### src/rtl/cline_mem_arbiter.sv
// cline_mem_arbiter: shares one cacheline memory port between the demand path
// and the next-line prefetcher. Demand wins at grant time, a granted
// transaction runs to mem_resp without preemption, and a demand read and a
// prefetch of the same line are merged into a single memory read.
module cline_mem_arbiter #(
  parameter int ADDR_W = 32,
  parameter int LINE_W = 256
) (
  input  logic              clk,
  input  logic              rst,
  // demand requester
  input  logic              dem_read,
  input  logic              dem_write,
  input  logic [ADDR_W-1:0] dem_address,
  input  logic [LINE_W-1:0] dem_wdata,
  output logic [LINE_W-1:0] dem_rdata,
  output logic              dem_resp,
  // prefetch requester
  input  logic              pf_read,
  input  logic [ADDR_W-1:0] pf_address,
  output logic [LINE_W-1:0] pf_rdata,
  output logic              pf_resp,
  // memory side
  output logic              mem_read,
  output logic              mem_write,
  output logic [ADDR_W-1:0] mem_address,
  output logic [LINE_W-1:0] mem_wdata,
  input  logic [LINE_W-1:0] mem_rdata,
  input  logic              mem_resp
);

  // A cacheline is 32 bytes, so the low five address bits select a byte
  // within the line and are cleared before going to memory.
  localparam int OFF_W = 5;
  localparam logic [ADDR_W-1:0] LINE_MASK = {{(ADDR_W-OFF_W){1'b1}}, {OFF_W{1'b0}}};

  typedef enum logic [1:0] {
    IDLE  = 2'd0,
    DEM   = 2'd1,
    PF    = 2'd2,
    MERGE = 2'd3
  } state_e;

  state_e              state_q, state_d;
  logic                op_write_q, op_write_d;
  logic [ADDR_W-1:0]   addr_q, addr_d;
  logic [LINE_W-1:0]   wdata_q, wdata_d;

  logic                same_line;
  logic                busy;

  assign same_line = ((dem_address & LINE_MASK) == (pf_address & LINE_MASK));

  // State and request latch; requester inputs only reach the latch at grant.
  always_ff @(posedge clk or posedge rst) begin
    if (rst) begin
      state_q    <= IDLE;
      op_write_q <= 1'b0;
      addr_q     <= '0;
      wdata_q    <= '0;
    end else begin
      state_q    <= state_d;
      op_write_q <= op_write_d;
      addr_q     <= addr_d;
      wdata_q    <= wdata_d;
    end
  end

  // Grant decision in IDLE (demand first, merge same-line reads), otherwise
  // hold the latched transaction until memory completes it.
  always_comb begin
    state_d    = state_q;
    op_write_d = op_write_q;
    addr_d     = addr_q;
    wdata_d    = wdata_q;
    case (state_q)
      IDLE: begin
        if (dem_write) begin
          // dem_read alongside dem_write is an illegal combination; write wins.
          state_d    = DEM;
          op_write_d = 1'b1;
          addr_d     = dem_address & LINE_MASK;
          wdata_d    = dem_wdata;
        end else if (dem_read && pf_read && same_line) begin
          state_d    = MERGE;
          op_write_d = 1'b0;
          addr_d     = dem_address & LINE_MASK;
        end else if (dem_read) begin
          // A concurrent prefetch to a different line keeps waiting.
          state_d    = DEM;
          op_write_d = 1'b0;
          addr_d     = dem_address & LINE_MASK;
        end else if (pf_read) begin
          state_d    = PF;
          op_write_d = 1'b0;
          addr_d     = pf_address & LINE_MASK;
        end
      end
      DEM, PF, MERGE: begin
        if (mem_resp) begin
          state_d = IDLE;
        end
      end
      default: state_d = IDLE;
    endcase
  end

  // Memory request and completion routing; responses follow mem_resp in the
  // same cycle, and a mem_resp seen in IDLE routes nowhere.
  always_comb begin
    busy        = (state_q != IDLE);
    mem_read    = busy && !op_write_q;
    mem_write   = busy && op_write_q;
    mem_address = addr_q;
    mem_wdata   = wdata_q;
    dem_resp    = mem_resp && ((state_q == DEM) || (state_q == MERGE));
    pf_resp     = mem_resp && ((state_q == PF) || (state_q == MERGE));
    dem_rdata   = dem_resp ? mem_rdata : '0;
    pf_rdata    = pf_resp ? mem_rdata : '0;
  end

endmodule

### config.mk
export PLATFORM = sky130hd
export DESIGN_NAME = cline_mem_arbiter
export DESIGN_NICKNAME = d
export VERILOG_FILES = /design/src/rtl/cline_mem_arbiter.sv
export SDC_FILE = /design/constraint.sdc
export NUM_CORES = 1
export LEC_CHECK = 0
export CORE_AREA = 2 2 539 541
export CTS_BUF_LIST = sky130_fd_sc_hd__clkbuf_4 sky130_fd_sc_hd__clkbuf_8
export DETAILED_ROUTE_END_ITERATION = 8
export DIE_AREA = 0 0 541 543
export PLACE_DENSITY_LB_ADDON = 0.3
export SLEW_MARGIN = 10
export SYNTH_ARGS = -nofsm -noshare
export SYNTH_HDL_FRONTEND = slang
export SYNTH_SLANG_ARGS = --single-unit
### constraint.sdc
create_clock -name clk -period 9.66 [get_ports clk]
set_input_delay 2.415 -clock clk [delete_from_list [all_inputs] [get_ports clk]]
set_output_delay 2.415 -clock clk [all_outputs]
set_load 0.02 [all_outputs]
==> out/qor.txt <==
Status = finished, final reports clean
H-tree Lvls = 2
Final WL = 237 mm
Hold buffers post-CTS = 0
Top cells by count, synth = and3_1 (512), dfrtp_1 (286), mux2_1 (229), clkbuf_1 (118), buf_6 (28)
GRT Total Usage = 0.155
DRT antenna net count = 0
Fmax = 138 MHz
Worst r2r src = state_q[0]$_DFFE_PP0P_
Post-route setup slack = 2.42 ns
Die H = 543 um
Adder-cell area share of the yosys netlist = 0
Clock tree sinks = 286
Synth Area in Simple Gates = 0.229
Via count = 18,268
Clk_skew = 0.0443 ns
Library cells used by synthesis = 26
Initial antenna violation count = 251
Place WS = 2.33 ns
Hold Crit Depth = 1
RePlAce Congestion = 0.894
Crit Path Max Fanout = 140
Wirelength per Cell = 36.3 um
Post-synthesis xor/xnor area fraction = 0.0158
Global-route wire length before repair = 278 mm
Total core area = 0.287 mm^2
Vias in the first global route = 18,410
Root Driver = clkbuf_8
Reg2reg setup slack = 5.94 ns
Reg2Reg Depth = 6
CTS tree = done
Cts repair resizes = 0
Die X = 541 um
PD cells = 194 mW/mm^2
Area share of the largest cell type after synthesis = 0.477
DR DRC count = 0
Synthesized flop and latch total = 286
Period Utilization, post-route = 0.749
Max-slew violation count = 0
Post-layout min period = 7.24 ns
Synth area leaders = dfrtp_1 (48%), and3_1 (21%), mux2_1 (17%)
DRT iter0 DRCs = 1,160
Compound-cell area share of the yosys netlist = 0.0113
Setup CP Type = primary input to output pin
Final hold violations = 0
Post-Syn Area per Cell = 11.1 um^2
Worst-path clk slew = 0.06 ns
Ys async rst share = 1.00
Initial Util = 0.0522
Post-synthesis mux area share = 0.210
Post-synthesis cell area = 0.0150 mm^2
Unrepaired setup endpoints after global routing = no
Largest area contributor in the netlist = dfrtp_1
Via density = 2.80
Synth Flop Type = dfrtp_1
Reg2Reg Capture Point = mem_wdata[237]$_DFFE_PP0P_
Count leader, synth = and3_1
Worst Path Required = 7.25 ns
PortBufs = 1,370
Critical Path End Type = output pin
Worst Hold Class = flop to flop
Setup bufs post-CTS = 0
Startpoint class of the critical path = primary input
Number of synthesized flops with an enable pin = 0
Hold_sp = mem_wdata[217]$_DFFE_PP0P_
Total gr overflow = 0
Total power draw = 6.67 mW
Syn. warnings = 0
Drt pass-1 iters = 4
I/O pin cnt = 1,386
Deepest clock path buffer count = 3
VDD IR max = 135 uV
P_leak = 13.7 nW
Setup violators final = 0
Fin area = 0.0345 mm^2
Latest clock arrival within the worst-skew pair = 0.79 ns
Slew HR = 0.322
Worst-Margin Slew = 1.02 ns
Row count = 197
Layout area overhead = 130%
Pin count of the biggest net entering global routing = 186
Setup_tns = 0 ns
Data arrival, critical path = 4.82 ns
Min-Delay Endpoint = mem_wdata[217]$_DFFE_PP0P_
Syn Inst Count = 1,347
CTS Buf Count = 61
DP Area = 0.0329 mm^2
Largest family of logic cells by synthesized area = simple AND/OR/NAND/NOR gates
Final HPWL DP = 212 mm
Max-cap violations = 0
Layout cells sized above 1 = 0.0627
Die area = 0.294 mm^2
Fin nets = 3,226
Seq/Total Area, Yosys = 0.477
-- stage by stage --
| stage | std cells | hold WS (ns) | util |
|---|---|---|---|
| 6_report | 6522 | 0.482 | 0.120 |
| 5_1_grt | 6490 | 0.498 | 0.120 |
| 4_1_cts | 6476 | 0.489 | 0.120 |
| 3_5_place_dp | 6362 | 0.474 | 0.114 |
| 3_3_place_gp | 6362 | 0.471 | 0.114 |
| 2_1_floorplan | 1351 | 0.464 | - |
-- worst max path at each step --
stage / startpoint / end / cells past startpoint
after floorplan: rst / mem_address[10]$_DFFE_PP0P_ / 1
after global placement: mem_resp / pf_rdata[8] / 4
after detailed placement: mem_resp / pf_rdata[7] / 4
after CTS: mem_resp / pf_rdata[7] / 4
after global routing: mem_resp / pf_rdata[7] / 4
final: mem_resp / pf_rdata[7] / 4
-- final cells by class --
class,instances,area (um^2)
clock inverter,25,323
clock buffer,89,1120
inverter,2,11.3
multi-input combinational,905,7040
antenna,46,115
timing repair buffer,1388,14000
sequential,286,7160
tap,3781,4730
fill,32865,253000
-- worst max-delay path, stage by stage --
cell             delay, ns
buf_8                 0.56
buf_4                 0.55
and3_1                0.26
clkdlybuf4s50_1       0.91
-- cells in the final DEF, fill, tap and decap left out, drive strengths merged, types with 4 or more instances in the layout --
cell type      Yosys  layout
nor2               6       6
o21ai             28      28
mux2             256     256
conb               1       5
clkinv             0      13
nor4               4       4
nand4              4       4
and3             512     512
xor2              16      16
clkbuf           118      89
buf               40      19
clkinvlp           0       5
dfrtp            286     286
clkdlybuf4s50      0    1369
diode              0      46
nand2             27      27
xnor2             11      11
mux2i             27      27
bufinv             0       6
-- registers in the layout, summed over array words and instances (netlist names) --
name / flops
op_write_q: 1
state_q: 2
mem_address: 27
mem_wdata: 256
-- metal layers --
layer / wire length [um] / GRT usage / vias to the layer above
li1: - / - / 7485
met1: 81100 / 0.153 / 8754
met2: 115000 / 0.275 / 1433
met3: 30000 / 0.0851 / 528
met4: 9710 / 0.0461 / 68
met5: 437 / 0 / -
-- logic make-up (layout without fill, tap and decap cells) --
| logic type | after synthesis | after routing |
|---|---|---|
| flip-flops | 286 | 286 |
| AND/OR/NAND/NOR | 559 | 559 |
| buffers and inverters | 160 | 1504 |
| multiplexers | 283 | 283 |
| XOR/XNOR | 27 | 27 |
| other | 1 | 51 |
| AO/OA/AOI/OAI | 31 | 31 |
-- where the power goes --
part	switching, mW	total (mW)	internal, mW
Clock	0.722	1.64	0.920
Combinational	1.95	3.23	1.28
Sequential	0.223	1.80	1.58
Note: power is estimated with default switching activity, not from simulation.
